$ cat config.mk
export PLATFORM = sky130hd
export DESIGN_NAME = icache_axi_refill_flat
export DESIGN_NICKNAME = d
export VERILOG_FILES = /design/src/rtl/icache_axi_refill_if.sv /design/src/rtl/icache_axi_refill.sv /design/src/flat_wrapper.sv
export SDC_FILE = /design/constraint.sdc
export NUM_CORES = 1
export LEC_CHECK = 0
export BUFFER_PORTS_ARGS = -buffer_cell sky130_fd_sc_hd__buf_2
export CORE_AREA = 2 2 173 175
export CTS_BUF_LIST = sky130_fd_sc_hd__clkbuf_8
export CTS_CLUSTER_DIAMETER = 80
export DETAILED_ROUTE_END_ITERATION = 8
export DIE_AREA = 0 0 175 177
export PLACE_DENSITY = 0.74
export SYNTH_ARGS = -nofsm -noshare
export SYNTH_HDL_FRONTEND = slang
export SYNTH_SLANG_ARGS = --single-unit
$ cat constraint.sdc
create_clock -name clk -period 2.35 [get_ports clk]
set_clock_uncertainty 0.15 [all_clocks]
set_input_delay 0.3525 -clock clk [delete_from_list [all_inputs] [get_ports clk]]
set_output_delay 0.3525 -clock clk [all_outputs]
set_load 0.005 [all_outputs]
$ cat src/rtl/icache_axi_refill_if.sv
// AXI4 read-address and read-data channels between the icache refill stage and memory.
// master = refill stage (issues AR, accepts R); slave = memory / interconnect side.
interface icache_axi_refill_if;
  logic [3:0]  arid;
  logic [31:0] araddr;
  logic [7:0]  arlen;
  logic [2:0]  arsize;
  logic [1:0]  arburst;
  logic        arvalid;
  logic        arready;
  logic [3:0]  rid;
  logic [31:0] rdata;
  logic [1:0]  rresp;
  logic        rlast;
  logic        rvalid;
  logic        rready;

  modport master (
    output arid, araddr, arlen, arsize, arburst, arvalid, rready,
    input  arready, rid, rdata, rresp, rlast, rvalid
  );

  modport slave (
    input  arid, araddr, arlen, arsize, arburst, arvalid, rready,
    output arready, rid, rdata, rresp, rlast, rvalid
  );
endinterface

$ cat src/rtl/icache_axi_refill.sv
// Memory-side icache stage: line refills as one INCR burst, uncached fetches as single beats.
// Latency: line return 10 cycles after request, uncached 3; each arready/rvalid stall adds one.
// Backpressure: one outstanding AXI read; new requests wait in IDLE until the return pulse.
module icache_axi_refill #(
  parameter logic [3:0] AXI_ID     = 4'd0,
  parameter int         LINE_WORDS = 8
) (
  input  logic                    clk,
  input  logic                    reset,
  input  logic                    rd_req,
  input  logic [31:0]             rd_addr,
  output logic                    ret_valid,
  output logic [32*LINE_WORDS-1:0] ret_data,
  input  logic                    iucache_ren_i,
  input  logic [31:0]             iucache_addr_i,
  output logic                    iucache_rvalid_o,
  output logic [31:0]             iucache_rdata_o,
  icache_axi_refill_if.master     axi
);

  localparam int         BW       = (LINE_WORDS > 1) ? $clog2(LINE_WORDS) : 1;
  localparam int         OFF_BITS = $clog2(4 * LINE_WORDS);
  localparam logic [BW-1:0] BEAT_MAX = BW'(LINE_WORDS - 1);
  localparam logic [7:0] LINE_LEN = 8'(LINE_WORDS - 1);

  typedef enum logic [1:0] {
    S_IDLE,
    S_AR,
    S_R,
    S_RET
  } state_t;

  state_t      state;
  state_t      state_nxt;
  logic        kind_line;
  logic [BW-1:0] beat;
  logic [31:0] words [LINE_WORDS];
  logic [31:0] araddr_q;
  logic [7:0]  arlen_q;
  logic [31:0] unc_rdata_q;
  logic        arvalid_c;
  logic        rready_c;
  logic        beat_fire;

  // ID and response are not needed with a single transaction in flight.
  logic unused_rsp;
  assign unused_rsp = ^{axi.rid, axi.rresp};

  assign axi.arid    = AXI_ID;
  assign axi.araddr  = araddr_q;
  assign axi.arlen   = arlen_q;
  assign axi.arsize  = 3'b010;
  assign axi.arburst = 2'b01;
  assign axi.arvalid = arvalid_c;
  assign axi.rready  = rready_c;

  assign iucache_rdata_o = unc_rdata_q;
  assign beat_fire       = rready_c && axi.rvalid;

  genvar gi;
  generate
    for (gi = 0; gi < LINE_WORDS; gi++) begin : g_line
      assign ret_data[32*gi +: 32] = words[gi];
    end
  endgenerate

  always_ff @(posedge clk) begin
    if (reset) begin
      state <= S_IDLE;
    end else begin
      state <= state_nxt;
    end
  end

  always_comb begin
    state_nxt        = state;
    arvalid_c        = 1'b0;
    rready_c         = 1'b0;
    ret_valid        = 1'b0;
    iucache_rvalid_o = 1'b0;
    case (state)
      S_IDLE: begin
        if (rd_req || iucache_ren_i) begin
          state_nxt = S_AR;
        end
      end
      S_AR: begin
        arvalid_c = 1'b1;
        if (axi.arready) begin
          state_nxt = S_R;
        end
      end
      S_R: begin
        rready_c = 1'b1;
        if (axi.rvalid && axi.rlast) begin
          state_nxt = S_RET;
        end
      end
      S_RET: begin
        ret_valid        = kind_line;
        iucache_rvalid_o = !kind_line;
        state_nxt        = S_IDLE;
      end
      default: state_nxt = S_IDLE;
    endcase
  end

  always_ff @(posedge clk) begin
    if (reset) begin
      araddr_q    <= '0;
      arlen_q     <= '0;
      kind_line   <= 1'b0;
      beat        <= '0;
      unc_rdata_q <= '0;
      for (int i = 0; i < LINE_WORDS; i++) begin
        words[i] <= '0;
      end
    end else begin
      case (state)
        S_IDLE: begin
          // Line refill wins when both requesters ask in the same cycle.
          if (rd_req) begin
            araddr_q  <= {rd_addr[31:OFF_BITS], {OFF_BITS{1'b0}}};
            arlen_q   <= LINE_LEN;
            kind_line <= 1'b1;
          end else if (iucache_ren_i) begin
            araddr_q  <= iucache_addr_i;
            arlen_q   <= 8'd0;
            kind_line <= 1'b0;
          end
        end
        S_AR: begin
          if (axi.arready) begin
            beat <= '0;
          end
        end
        S_R: begin
          if (beat_fire) begin
            if (kind_line) begin
              // Counter sticks at the last word so overlong bursts keep rewriting it.
              words[beat] <= axi.rdata;
              if (beat != BEAT_MAX) begin
                beat <= beat + 1'b1;
              end
            end else begin
              unc_rdata_q <= axi.rdata;
            end
          end
        end
        default: ;
      endcase
    end
  end

endmodule
$ cat src/flat_wrapper.sv
// flat-port wrapper written by rule: the top's interface ports become plain ports
module icache_axi_refill_flat 
#(
  parameter logic [3:0] AXI_ID     = 4'd0,
  parameter int         LINE_WORDS = 8
)
  (clk, reset, rd_req, rd_addr, ret_valid, ret_data, iucache_ren_i, iucache_addr_i, iucache_rvalid_o, iucache_rdata_o, axi_arid, axi_araddr, axi_arlen, axi_arsize, axi_arburst, axi_arvalid, axi_rready, axi_arready, axi_rid, axi_rdata, axi_rresp, axi_rlast, axi_rvalid);
  icache_axi_refill_if axi_i ();
  input  logic clk;
  input  logic reset;
  input  logic rd_req;
  input  logic [31:0] rd_addr;
  output logic ret_valid;
  output logic [32*LINE_WORDS-1:0] ret_data;
  input  logic iucache_ren_i;
  input  logic [31:0] iucache_addr_i;
  output logic iucache_rvalid_o;
  output logic [31:0] iucache_rdata_o;
  output wire logic [$bits(axi_i.arid)-1:0] axi_arid;
  output wire logic [$bits(axi_i.araddr)-1:0] axi_araddr;
  output wire logic [$bits(axi_i.arlen)-1:0] axi_arlen;
  output wire logic [$bits(axi_i.arsize)-1:0] axi_arsize;
  output wire logic [$bits(axi_i.arburst)-1:0] axi_arburst;
  output wire logic [$bits(axi_i.arvalid)-1:0] axi_arvalid;
  output wire logic [$bits(axi_i.rready)-1:0] axi_rready;
  input wire logic [$bits(axi_i.arready)-1:0] axi_arready;
  input wire logic [$bits(axi_i.rid)-1:0] axi_rid;
  input wire logic [$bits(axi_i.rdata)-1:0] axi_rdata;
  input wire logic [$bits(axi_i.rresp)-1:0] axi_rresp;
  input wire logic [$bits(axi_i.rlast)-1:0] axi_rlast;
  input wire logic [$bits(axi_i.rvalid)-1:0] axi_rvalid;
  assign axi_arid = axi_i.arid;
  assign axi_araddr = axi_i.araddr;
  assign axi_arlen = axi_i.arlen;
  assign axi_arsize = axi_i.arsize;
  assign axi_arburst = axi_i.arburst;
  assign axi_arvalid = axi_i.arvalid;
  assign axi_rready = axi_i.rready;
  assign axi_i.arready = axi_arready;
  assign axi_i.rid = axi_rid;
  assign axi_i.rdata = axi_rdata;
  assign axi_i.rresp = axi_rresp;
  assign axi_i.rlast = axi_rlast;
  assign axi_i.rvalid = axi_rvalid;
  icache_axi_refill #(.AXI_ID(AXI_ID), .LINE_WORDS(LINE_WORDS)) u_core (.clk(clk), .reset(reset), .rd_req(rd_req), .rd_addr(rd_addr), .ret_valid(ret_valid), .ret_data(ret_data), .iucache_ren_i(iucache_ren_i), .iucache_addr_i(iucache_addr_i), .iucache_rvalid_o(iucache_rvalid_o), .iucache_rdata_o(iucache_rdata_o), .axi(axi_i));
endmodule
* Word level (Yosys, flattened, before mapping) *
Memory sizes are Yosys's and may differ from the RTL's.
Index checks and enable logic that the tools add are counted.

word-level totals
  bits of input ports = 109
  memory bits (writable) = 256
  output and inout bits = 341
  bits in registers = 78
  memories kept = 1
  word-level logic and storage cells = 60

operators by class
  reduce and logical (&&, ||, !) cells = 12
  equal/unequal tests = 10
  $add $sub $neg = 1
  mux-type cells = 29
  bitwise logic cells = 1

memory list
  memory        words  bits a word  read ports  clocked after memory_dff  write ports  RTL line                 source
  u_core.words  8      32           8           0                         8            icache_axi_refill.sv:37  logic [31:0] words [LINE_WORDS];

operators by type and width
  operator                                        count
  2-to-1 mux 32 bit                               3
  OR reduction 32 bit                             1
  2-to-1 mux 8 bit                                2
  2-to-1 mux 3 bit                                5
  2-to-1 mux 1 bit                                14
  != test 2 x 1 -> 1 bit (second input constant)  5
  case mux 2 bit (4 select lines)                 1
  2-to-1 mux 2 bit                                3
  case mux 3 bit (2 select lines)                 1
  AND reduction 3 bit                             2
  AND reduction 5 bit                             1
  == test 2 bit (second input constant)           2
  nonzero test 2 bit                              2
  adder 3 x 1 -> 3 bit (second input constant)    1
  != test 3 bit (second input constant)           1
  == test 2 x 1 -> 1 bit (second input constant)  1
  logical AND 1 bit                               2
  logical NOT 2 bit                               1
  != test 2 bit (second input constant)           1
  AND reduction 2 bit                             1
  logical NOT 1 bit                               1
  logical OR 1 bit                                1
  NOT 1 bit                                       1

* Longest topological paths before layout *
  depth after elaboration = 9
  gate-level depth with buffers = 8
  gate-level depth less buffers = 5

* Worst setup path after synthesis *
Ideal clock, no wire load.

  kind = register -> register
  from = register u_core.state[0]
  to = memory u_core.words[0][0] (enable)
  data required time = 1.825 ns
  arrival time = 1.786 ns
  library setup time = 0.375 ns
  cell stages (with the launch flop) = 7
  path buffers = 1
  path slack = 0.040 ns
  clock period less this slack = 2.310 ns
  cell sequence = dfxtp_1 inv_1 ha_1 buf_2 nand4b_4 nor4_2 or2_2

RTL lines
  element                 RTL line                 source
  from (decl)             icache_axi_refill.sv:33  state_t state;
  from (signal assigned)  icache_axi_refill.sv:71  state <= state_nxt;
  to (decl)               icache_axi_refill.sv:37

==> flow_summary_export.csv <==
group,metric,value,unit
critical_path,crit_type,"flop to flop",
route,drc,0,
logic_synthesis,seq_area_frac_synth,0.725,
power_and_ir_drop,p_leak,7.63,nW
sta,setup_violations,0,
hold_path,min_from,"axi_rdata[21]",
grt,use_met2,0.422,
logic_synthesis,synthesis.area,0.0125,mm^2
clocking,clk_latency,0.55,ns
route,vias,9045,
floorplanning,core-area,0.0292,mm^2
final_layout,mostFrequentLayoutCells,"buf_2 (423), and2_1 (257), edfxtp_1 (256)",
hold_path,worstHoldPathType,"input pin to flop",
critical_path,r2r_start,"u_core.state[0]",
floorplanning,die_h,177,um
critical_path,start_kind,"flop",
critical_path,crit_path_max_fanout,32,
place,portBuffers,424,
place,gp_congestion,0.808,
floorplanning,start_util,0.428,
place,place_ws,0.228,ns
critical_path,r2r-end,"u_core.words[7][27]",
grt,gr-usage-all-layers,0.235,
sta,hold_viol_final,0,
sta,max_slew.worst_pin.slew,0.733,ns
grt,grt_max_degree,60,
power_and_ir_drop,pwr-share-clk,0.332,
power_and_ir_drop,cellPowerDensity,768,mW/mm^2
route,totalWireLength,37200,um
sta,slew_violations,0,
sta,fin_setup_tns,0,ns
grt,antenna_found_initial,1,
critical_path,ff2ff_setup_slack,0.23,ns
grt,overflow,0,
route,routed_via_density,4.81,
logic_synthesis,synth_top_area_cell,"edfxtp_1",
grt,grt_use_met3,0.0548,
grt,grt_first_pass_wirelength,54400,um
sta,period_needed,2.12,ns
power_and_ir_drop,switchingPower,0.00350,W
sta,slew_headroom,0.511,
hold_path,min_path_cells,3,
final_layout,drive_gt1_frac,0.364,
floorplanning,die_area,0.0310,mm^2
power_and_ir_drop,sw_frac_of_total,0.266,
power_and_ir_drop,seq_power_share,0.516,
grt,grt-busiest-layer,"met2",
clocking,path_clk_slew,0.06,ns
logic_synthesis,synth.top_cells.by_area,"edfxtp_1 (61%), and2_1 (13%), dfxtp_1 (11%)",
clocking,ctsHtreeMaxLevel,2,
power_and_ir_drop,pwr-share-comb,0.152,
final_layout,final_nets,1561,
hold_path,holdPathEnd,"u_core.iucache_rdata_o[21]",
logic_synthesis,yosysUniqueCellTypes,32,
sta,max_freq,471,MHz
final_layout,final_common_cell,"buf_2",
critical_path,cp-end-kind,"flop",
route,first_pass_iters,5,
run_status,status,"finished clean",
critical_path,crit_required,2.44,ns
clocking,cts_setup_buffers,0,
floorplanning,std_cell_rows,63,
logic_synthesis,synth_top_area_share,0.613,
critical_path,worstPathArrival,2.21,ns
route,ant_nets,0,
power_and_ir_drop,ir_drop,0.000807,V
route,wl_per_cell,19.8,um
sta,timing.final.ws_setup,0.226,ns
clocking,numCtsBuffers,52,
clocking,clockBufferDepth,3,
logic_synthesis,yosys_warnings,0,
run,cap_violations,0,
clocking,clockRootBuffer,"clkbuf_8",
route,drtIter0Drc,612,
place,detailed_place_hpwl,24000,um
clocking,clock-sinks,326,
grt,met1_usage,0.278,
grt,first_global_vias,9092,
final_layout,area_growth,36.6,%
logic_synthesis,syn_area_per_cell,13.9,um^2
floorplanning,io_pins,450,
sta,rsz0062_at_grt,"no",
logic_synthesis,syn_inst,903,
power_and_ir_drop,internal_power,0.00964,W
clocking,cts_tree,"yes",
sta,fin_crit_sh,0.904,
logic_synthesis,synth_seq_cells,326,
critical_path,r2r_cells,7,
floorplanning,die_w,175,um
final_layout,fill_cells,2301,
==> state kept, by name, summed over array words and instances, names as in the netlist <==
signal                  cells
u_core.words              256
u_core.iucache_rdata_o     32
u_core.axi.araddr          32
u_core.axi.arlen            1
u_core.state                2
u_core.beat                 3
==> worst max path at each step <==
| stage | cells past startpoint | start | end |
|---|---|---|---|
| final | 7 | u_core.state[0] | u_core.words[7][27] |
| after global routing | 6 | u_core.state[0] | u_core.iucache_rdata_o[24] |
| after CTS | 4 | u_core.state[0] | axi_rready |
| after detailed placement | 7 | u_core.state[0] | u_core.words[7][6] |
| after global placement | 7 | u_core.state[0] | u_core.words[4][4] |
| after floorplan | 6 | u_core.state[0] | u_core.words[0][0] |
==> cell type report <==
cell class                 instances  area [um^2]  area share
antenna                            2         5.00    0.000292
clock buffer                      52          716      0.0418
clock inverter                    44          214      0.0125
inverter                           5         18.8     0.00110
multi-input combinational        517         3210       0.188
sequential                       326         9090       0.531
tap                              390          488      0.0285
timing repair buffer             544         3380       0.197
==> per-stage QoR <==
step	utilization	hold slack [ns]	cells	total power, W	cell area [um^2]
floorplan	-	0.298	915	0.00779	12600
global placement	0.524	0.290	1697	0.00870	15300
detailed placement	0.524	0.293	1697	0.00875	15300
CTS	0.585	0.0102	1878	0.0132	17100
global route	0.585	0.0351	1878	0.0137	17100
finish	0.585	0.0396	1880	0.0131	17100
==> synth_stat cells, drive strengths merged <==
master,n
a211oi,28
a21oi,37
a221oi,1
a22oi,1
and2,257
and3b,1
buf,25
clkbuf,42
clkinv,1
conb,2
dfxtp,70
edfxtp,256
ha,6
inv,4
mux2i,31
nand2,77
nand2b,1
nand3,3
nand3b,7
nand4b,1
nor2,30
nor2b,2
nor3,4
nor4,4
o211a,1
o21a,1
o21ai,1
or2,8
or3,1
==> logic make-up after synthesis <==
group / synth area share
mux: 0.0248
buf+inv: 0.0272
other cells: 0.000599
compound gates: 0.0346
flops: 0.725
fa+ha+maj: 0.00599
simple gates: 0.182
==> routing by layer <==
layer / up-vias / routed length [um]
met5: - / 0
met4: 0 / 979
met3: 70 / 2790
met2: 451 / 19300
met1: 4332 / 14200
li1: 4192 / -
==> critical path, stage by stage, from the launching register on <==
cell      delay [ns]
dfxtp_1         0.34
inv_1           0.09
ha_1            0.21
nand4b_4        0.21
buf_4           0.23
nor3_4          0.16
or2_2           0.15
buf_12          0.24
==> power groups by stage <==
stage / Clock, W / Combinational [W] / Sequential [W]
finish: 0.00436 / 0.00200 / 0.00678
CTS: 0.00446 / 0.00199 / 0.00677
detailed placement: 0 / 0.00187 / 0.00688
floorplan: 0 / 0.000863 / 0.00692
global route: 0.00470 / 0.00220 / 0.00681
global placement: 0 / 0.00183 / 0.00687
==> timing repair <==
action                                 in CTS  in global routing
resized for setup                           0                  0
hold buffers                               85                  0
endpoints found under the hold margin      61                  0
Note: power is estimated with default switching activity, not from simulation.
